==> config.mk <==
export PLATFORM = sky130hd
export DESIGN_NAME = alu_div_seq
export DESIGN_NICKNAME = d
export VERILOG_FILES = /design/src/rtl/alu_div_seq.sv
export SDC_FILE = /design/constraint.sdc
export NUM_CORES = 1
export LEC_CHECK = 0
export BUFFER_PORTS_ARGS = -buffer_cell sky130_fd_sc_hd__buf_2
export CAP_MARGIN = 20
export CELL_PAD_IN_SITES_DETAIL_PLACEMENT = 1
export CELL_PAD_IN_SITES_GLOBAL_PLACEMENT = 1
export CORE_ASPECT_RATIO = 0.5
export CORE_MARGIN = 10
export CORE_UTILIZATION = 45
export CTS_BUF_LIST = sky130_fd_sc_hd__clkbuf_2 sky130_fd_sc_hd__clkbuf_4 sky130_fd_sc_hd__clkbuf_8
export DETAILED_ROUTE_END_ITERATION = 7
export PLACE_DENSITY = 0.91
export SETUP_SLACK_MARGIN = 0.15
export SYNTH_ARGS = -nofsm -noshare
export SYNTH_HDL_FRONTEND = slang
export SYNTH_SLANG_ARGS = --single-unit
==> constraint.sdc <==
create_clock -name clock -period 7.7 [get_ports clock]
set_input_delay 1.54 -clock clock [delete_from_list [all_inputs] [get_ports clock]]
set_output_delay 1.54 -clock clock [all_outputs]
set_load 0.05 [all_outputs]
==> src/rtl/alu_div_seq.sv <==
// -----------------------------------------------------------------------------
// alu_div_seq
//
// Multicycle signed integer divider for the ALU/multdiv datapath. It uses a
// restoring shift-subtract algorithm on operand magnitudes and produces one
// quotient bit per clock. The signs are applied when the result is written
// out: the quotient truncates toward zero and the remainder takes the sign
// of the dividend.
//
// Timing, with the start edge called E0:
//   E0            ctrl_DIV sampled high; operands latched; busy rises
//   E1..E_WIDTH   one quotient bit per edge
//   E_WIDTH+1     result registered; data_resultRDY high for one cycle
// The latency is fixed at WIDTH+1 edges for every operand pair, including
// divide-by-zero.
//
// Ports:
//   clock           rising-edge clock
//   reset           asynchronous, active-high reset
//   data_operandA   dividend (signed), sampled on the start edge only
//   data_operandB   divisor (signed), sampled on the start edge only
//   ctrl_DIV        start pulse; a pulse while busy aborts and restarts
//   data_result     quotient (signed), held until the next completion
//   data_remainder  remainder (signed), held until the next completion
//   data_exception  divide-by-zero flag, valid with data_resultRDY
//   data_resultRDY  one-cycle completion pulse
//   busy            high while a division is in progress
// -----------------------------------------------------------------------------
module alu_div_seq #(
  parameter int WIDTH = 32
) (
  input  logic             clock,
  input  logic             reset,
  input  logic [WIDTH-1:0] data_operandA,
  input  logic [WIDTH-1:0] data_operandB,
  input  logic             ctrl_DIV,
  output logic [WIDTH-1:0] data_result,
  output logic [WIDTH-1:0] data_remainder,
  output logic             data_exception,
  output logic             data_resultRDY,
  output logic             busy
);

  localparam int CNT_W = $clog2(WIDTH);

  typedef enum logic [1:0] {
    IDLE = 2'd0,
    RUN  = 2'd1,
    DONE = 2'd2
  } state_t;

  // Two's-complement negation, modulo 2^WIDTH. The bit pattern of
  // -2^(WIDTH-1) maps to itself, which gives the correct unsigned magnitude
  // and the wrapping overflow quotient.
  function automatic logic [WIDTH-1:0] negate(input logic [WIDTH-1:0] x);
    return ~x + WIDTH'(1);
  endfunction

  state_t           state;
  state_t           state_next;

  // Decoded controls produced by the FSM output process.
  logic             load;     // latch operands and start a new division
  logic             step;     // perform one shift-subtract iteration
  logic             finish;   // write results and pulse data_resultRDY

  // Datapath registers.
  logic [WIDTH-1:0] quo;      // dividend magnitude shifted out, quotient in
  logic [WIDTH-1:0] rem;      // partial remainder, always below b_abs
  logic [WIDTH-1:0] b_abs;    // divisor magnitude
  logic             sign_q;
  logic             sign_r;
  logic             divzero;
  logic [CNT_W-1:0] cnt;

  // Combinational iteration and operand-conditioning signals.
  logic [WIDTH-1:0] a_abs;
  logic [WIDTH-1:0] b_abs_in;
  logic [WIDTH:0]   rem_shift;  // WIDTH+1 bits: shifted remainder for the trial
  logic [WIDTH-1:0] trial;
  logic             no_borrow;
  logic [WIDTH-1:0] rem_next;
  logic [WIDTH-1:0] quo_next;
  logic             last_iter;

  // ---------------------------------------------------------------------------
  // FSM: state register
  // ---------------------------------------------------------------------------
  // NOTE: clocked state uses non-blocking assignments, so every register
  // samples values from before the edge regardless of process order.
  always_ff @(posedge clock or posedge reset) begin
    if (reset) begin
      state <= IDLE;
    end else begin
      state <= state_next;
    end
  end

  // ---------------------------------------------------------------------------
  // FSM: next-state logic
  // A start pulse wins in every state. It starts from IDLE and aborts and
  // restarts from RUN or DONE, so an aborted operation never reaches DONE.
  // ---------------------------------------------------------------------------
  // NOTE: the default assignment first means no path leaves state_next
  // unassigned, so no latch is inferred.
  always_comb begin
    state_next = state;
    unique case (state)
      IDLE: if (ctrl_DIV) state_next = RUN;
      RUN: begin
        if (ctrl_DIV)       state_next = RUN;
        else if (last_iter) state_next = DONE;
      end
      DONE: state_next = ctrl_DIV ? RUN : IDLE;
      default: state_next = IDLE;
    endcase
  end

  // ---------------------------------------------------------------------------
  // FSM: output decode
  // ---------------------------------------------------------------------------
  always_comb begin
    busy   = (state != IDLE);
    load   = ctrl_DIV;
    step   = (state == RUN)  && !ctrl_DIV;
    finish = (state == DONE) && !ctrl_DIV;
  end

  // ---------------------------------------------------------------------------
  // Operand conditioning and one restoring iteration
  // ---------------------------------------------------------------------------
  always_comb begin
    a_abs    = data_operandA[WIDTH-1] ? negate(data_operandA) : data_operandA;
    b_abs_in = data_operandB[WIDTH-1] ? negate(data_operandB) : data_operandB;

    // Shift {rem,quo} left by one. The dividend bit moving out of quo
    // enters the remainder.
    rem_shift = {rem, quo[WIDTH-1]};
    no_borrow = (rem_shift >= {1'b0, b_abs});
    // When there is no borrow, the difference is below b_abs and fits in
    // WIDTH bits, so a WIDTH-bit subtraction is exact.
    trial     = rem_shift[WIDTH-1:0] - b_abs;
    rem_next  = no_borrow ? trial : rem_shift[WIDTH-1:0];
    quo_next  = {quo[WIDTH-2:0], no_borrow};

    last_iter = (cnt == CNT_W'(WIDTH - 1));
  end

  // ---------------------------------------------------------------------------
  // Datapath registers
  // ---------------------------------------------------------------------------
  always_ff @(posedge clock or posedge reset) begin
    if (reset) begin
      quo     <= '0;
      rem     <= '0;
      b_abs   <= '0;
      sign_q  <= 1'b0;
      sign_r  <= 1'b0;
      divzero <= 1'b0;
      cnt     <= '0;
    end else if (load) begin
      quo     <= a_abs;
      rem     <= '0;
      b_abs   <= b_abs_in;
      sign_q  <= data_operandA[WIDTH-1] ^ data_operandB[WIDTH-1];
      sign_r  <= data_operandA[WIDTH-1];
      divzero <= (data_operandB == '0);
      cnt     <= '0;
    end else if (step) begin
      quo     <= quo_next;
      rem     <= rem_next;
      cnt     <= cnt + CNT_W'(1);
    end
  end

  // ---------------------------------------------------------------------------
  // Result registers: written once per completed division and held until
  // the next completion. A divisor of zero forces both results to zero.
  // ---------------------------------------------------------------------------
  always_ff @(posedge clock or posedge reset) begin
    if (reset) begin
      data_result    <= '0;
      data_remainder <= '0;
      data_exception <= 1'b0;
      data_resultRDY <= 1'b0;
    end else begin
      data_resultRDY <= finish;
      if (finish) begin
        data_exception <= divzero;
        if (divzero) begin
          data_result    <= '0;
          data_remainder <= '0;
        end else begin
          data_result    <= sign_q ? negate(quo) : quo;
          data_remainder <= sign_r ? negate(rem) : rem;
        end
      end
    end
  end

endmodule

* Yosys cells after proc, flatten, opt, wreduce, memory -nomap -nowiden
Index checks and enable logic that the tools add are counted.
** Storage, ports and cells
- Bits in registers :: 172
- Input bits :: 67
- Output and inout bits :: 67
- Logic and storage cells :: 55
** Operators by class
- Add/sub/neg operators :: 6
- $lt $le $gt $ge :: 1
- Eq/ne operators :: 5
- Multiplexer cells :: 18
- Bitwise logic cells :: 5
- Reductions and logical operators :: 8
** Operators by type and width (number)
- 2-to-1 mux 32 bit :: 11
- adder 32 x 1 -> 32 bit, second input constant :: 4
- inverter 32 bit :: 4
- >= comparator 33 x 32 -> 1 bit :: 1
- zero test 32 bit :: 1
- subtractor 32 bit :: 1
- 2-to-1 mux 5 bit :: 2
- 2-to-1 mux 2 bit :: 3
- one-hot mux 2 bit (3 select lines) :: 1
- adder 5 x 1 -> 5 bit, second input constant :: 1
- equality test 5 bit, second input constant :: 1
- nonzero test 2 bit :: 2
- inequality test 3 bit, second input constant :: 1
- equality test 2 x 1 -> 1 bit, second input constant :: 1
- equality test 2 bit, second input constant :: 1
- logical AND 1 bit :: 2
- zero test 2 bit :: 1
- inequality test 2 bit, second input constant :: 1
- AND reduction 2 bit :: 1
- zero test 1 bit :: 1
- 2-to-1 mux 1 bit :: 1
- XOR 1 bit :: 1

* Longest topological paths before layout
- Depth after elaboration :: 4
- Gate-level depth with buffers :: 14
- Depth with buffers taken out :: 13

* Worst setup path before layout
Ideal clock, no wire load.
- Kind :: input -> register
- From :: in data_operandB[6]
- To :: reg b_abs[30]
- Setup time :: 137 ps
- Arrival time :: 4625 ps
- Required time :: 7563 ps
- Slack :: 2938 ps
- Stages :: 9
- Path buffers :: 0
- Path through :: or4_4 > or3_4 > or4_4 > or4_4 > or3_4 > or4_4 > o21ai_2 > xor2_1 > a21oi_1
** Between the ends
- Longest elaborated chain between the ends :: 3
** RTL lines
- from (decl) :: line 35 : input logic [WIDTH-1:0] data_operandB,
- inverter 32 bit :: line 56 : return ~x + WIDTH'(1);
- adder 32 x 1 -> 32 bit :: line 56
- 2-to-1 mux 32 bit :: line 134 : b_abs_in = data_operandB[WIDTH-1] ? negate(data_operandB) : data_operandB;
- to (signal assigned) :: line 164 : b_abs <= b_abs_in;
- to (decl) :: line 70 : logic [WIDTH-1:0] b_abs;
Every way passes these cells.
A chain may end at the register's enable or synchronous reset.

* Worst setup path in the final report
- From :: in data_operandB[6]
- To :: reg b_abs[29]
Same word-level chain as after synthesis.

==> metrics.csv <==
stage;metric;value;unit
routing;wirelength, routed;33.4;mm
hold_path;Hold Path Class;reg -> reg;
sta;relative slew slack;0.251;
critical_path;R2R depth;11;
cells_and_area;Finished Cell Area;12500;um^2
routing;DR iter-0 viols;723;
clock_network;total CTS buffers;17;
synth;gate count of the mapped netlist;1281;
floorplanning;Die Width;243;um
global_routing;first-pass GRT wire length;54.3;mm
clock_network;Post-CTS Setup Inserts;0;
floorplanning;Starting Density;0.461;
cells_and_area;Final Non-Filler Cells;1714;
critical_path;Setup crit end;b_abs[29];
status;status;finished, final reports clean;
floorplanning;Core ar.;24200;um^2
cells_and_area;Nets;1470;
floorplanning;Die ar.;31900;um^2
routing;via count;9908;
global_routing;largest net degree at the start of global routing;108;
critical_path;RR Startpoint;quo[31];
clock_network;Skew-Pair Late Insertion Delay;0.49;ns
routing;DRC;0;
floorplanning;Ports;134;
critical_path;flop2flop setup slack;3.70;ns
cells_and_area;most frequent cells in the layout;dfrtp_1 (172), nand2_1 (161), o21ai_0 (146);
synth;Seq cells post-synth;172;
synth;number of synthesized flops with an enable pin;0;
place;GP Congestion;0.893;
power;power per cell area;275;nW/um^2
critical_path;crit start category;primary input;
sta;skew final;0.0169;ns
clock_network;CTS Hold Bufs;0;
synth;Distinct cells, synth;57;
sta;RSZ-0062 raised after global routing;no;
clock_network;Worst-path clk slew;0.09;ns
clock_network;clock tree root buffer cell;clkbuf_8;
sta;Tcrit/Tclk final;0.598;
place;worst slack, placed;2.59;ns
critical_path;Max FO, Critical Path;4;
sta;Setup TNS Final;0;ns
critical_path;Critical path origin;data_operandB[6];
floorplanning;num rows;40;
clock_network;PostCTS Resize Cnt;0;
synth;YS warnings;0;
synth;Seq/Total Area, Yosys;0.386;
synth;Top FF cell, synth;dfrtp_1;
sta;fin. max-slew vios;0;
clock_network;clk buf depth;2;
global_routing;gr usage total;0.205;
power;leakage power;0.00592;uW
global_routing;GRT Residual Overflow;0;
run;Max Cap Viol;0;
synth;mapped cell area;11200;um^2
sta;maximum clock frequency;217;MHz
sta;slack of the critical path;3.10;ns
routing;Pre-antenna DRT Iters;5;
critical_path;Critical Path AT;4.94;ns
cells_and_area;layout cells sized above 1;0.141;
critical_path;reg2reg end;rem[30];
place;Post-DP Area;12000;um^2
place;Cells after DPL;1680;
critical_path;CP endpoint kind;flip-flop;
routing;antenna viol nets, final;0;
synth;ys async rst share;1.00;
cells_and_area;commonest non-fill, non-tap cell in the layout;dfrtp_1;
synth;syn_nets;1387;
power;Worst VDD drop;151;uV
routing;Via density;5.78;
critical_path;kind of critical path;in -> reg;
place;DP HPWL;24.6;mm
synth;syn avg cell area;8.71;um^2
clock_network;htree depth;4;
global_routing;vias in the first global route;10200;
sta;final hold viol count;0;
sta;Slew @ Worst Pin;1.12;ns
global_routing;initial antenna violation count;2;
critical_path;Required @ worst endpoint;8.04;ns
floorplanning;Chip Height;131;um
routing;WL/cell;19.5;um
cells_and_area;Layout area overhead;12.2;%
clock_network;CTS tree;done;
sta;final setup fails;0;
place;IO Port Bufs;133;
sta;crit path time final;4.60;ns
clock_network;clock sinks;172;
sta;Final Hold Slack;0.481;ns
## cell type report
cell class,instances,area (um^2)
Tap cell,336,420
Fill cell,2908,11700
Clock inverter,14,206
Sequential cell,172,4300
Clock buffer,18,241
Antenna cell,1,2.50
Inverter,53,204
Multi-Input combinational cell,980,6390
Timing Repair Buffer,140,741
## synth_stat cells (2+ instances only)
cell / instances / area (um^2)
a211oi_1: 32 / 240
a21o_1: 12 / 90.1
a21oi_1: 76 / 380
a221oi_1: 4 / 35.0
a311oi_1: 2 / 17.5
a31oi_1: 3 / 18.8
a41o_1: 4 / 40.0
and2_1: 7 / 43.8
and3_1: 4 / 25.0
buf_1: 13 / 48.8
clkbuf_1: 63 / 236
dfrtp_1: 172 / 4300
ha_1: 38 / 475
inv_1: 53 / 199
mux2_2: 2 / 22.5
mux2i_1: 61 / 611
nand2_1: 161 / 604
nand2b_1: 14 / 87.6
nand3_1: 9 / 45.0
nand3b_1: 4 / 30.0
nand4_1: 11 / 68.8
nor2_1: 88 / 330
nor2b_1: 6 / 37.5
nor3_1: 9 / 45.0
nor3b_1: 2 / 15.0
nor4_1: 4 / 25.0
o211ai_1: 8 / 60.1
o21a_1: 2 / 15.0
o21ai_0: 146 / 731
o21ai_2: 2 / 17.5
o21bai_1: 5 / 37.5
o22ai_1: 2 / 12.5
o311ai_0: 3 / 26.3
o31ai_1: 39 / 293
o41ai_1: 13 / 114
or2_2: 4 / 25.0
or3_1: 16 / 100
or3_4: 2 / 22.5
or4_1: 15 / 113
or4_4: 5 / 56.3
xnor2_1: 57 / 499
xor2_1: 93 / 815
## report_power, final
part / internal [uW] / switching (uW) / leakage, uW
clock network: 365 / 370 / 0.000222
logic: 619 / 852 / 0.00347
registers: 1010 / 219 / 0.00223
## registers in the layout, summed over array words and instances (netlist names)
signal,cells
sign_r,1
data_resultRDY,1
rem,32
quo,32
divzero,1
b_abs,32
sign_q,1
data_exception,1
cnt,5
data_result,32
data_remainder,32
state,2
## cells by family (layout without fill, tap and decap cells)
group                      count (synthesis)  in the layout  synth area share
DFF                                      172            172             0.386
other                                      0              1                 0
and+or+nand+nor                          365            365             0.153
AOI/OAI and AO/OA                        363            363             0.198
muxes                                     63             63            0.0568
xor gates and xnor gates                 150            150             0.118
adders and majority gates                 39             39            0.0444
buffers and inverters                    129            225            0.0434
## worst max-delay path, cell delays in order
cell and delay, ns:
buf_2 0.11, or4_4 0.55, or3_1 0.42, or4_4 0.47, or4_1 0.48, or3_1 0.34
or4_1 0.47, o31ai_1 0.28, xor2_1 0.20, a21oi_1 0.09
## layer usage
metal	track usage	routed length, um	vias up
met5	0	14	-
met2	0.361	16800	184
met1	0.250	14700	4997
met4	0.0614	580	2
li1	-	-	4686
met3	0.0376	1250	39
## through the flow
stage               utilization  power [uW]
floorplan                     -        2280
global placement          0.498        2570
detailed placement        0.498        2680
CTS                       0.516        3430
global route              0.518        3650
finish                    0.518        3440
## worst min-delay path by stage
stage                             startpoint                 end  slack [ns]  depth (start not counted)
after floorplan                     state[1]            state[0]        0.46                          1
after global placement       data_result[17]     data_result[17]        0.46                          2
after detailed placement     data_result[17]     data_result[17]        0.47                          2
after CTS                    data_result[17]     data_result[17]        0.49                          2
after global routing      data_remainder[26]  data_remainder[26]        0.52                          2
final                        data_result[17]     data_result[17]        0.48                          2
Power figures use the tool's default switching activity.
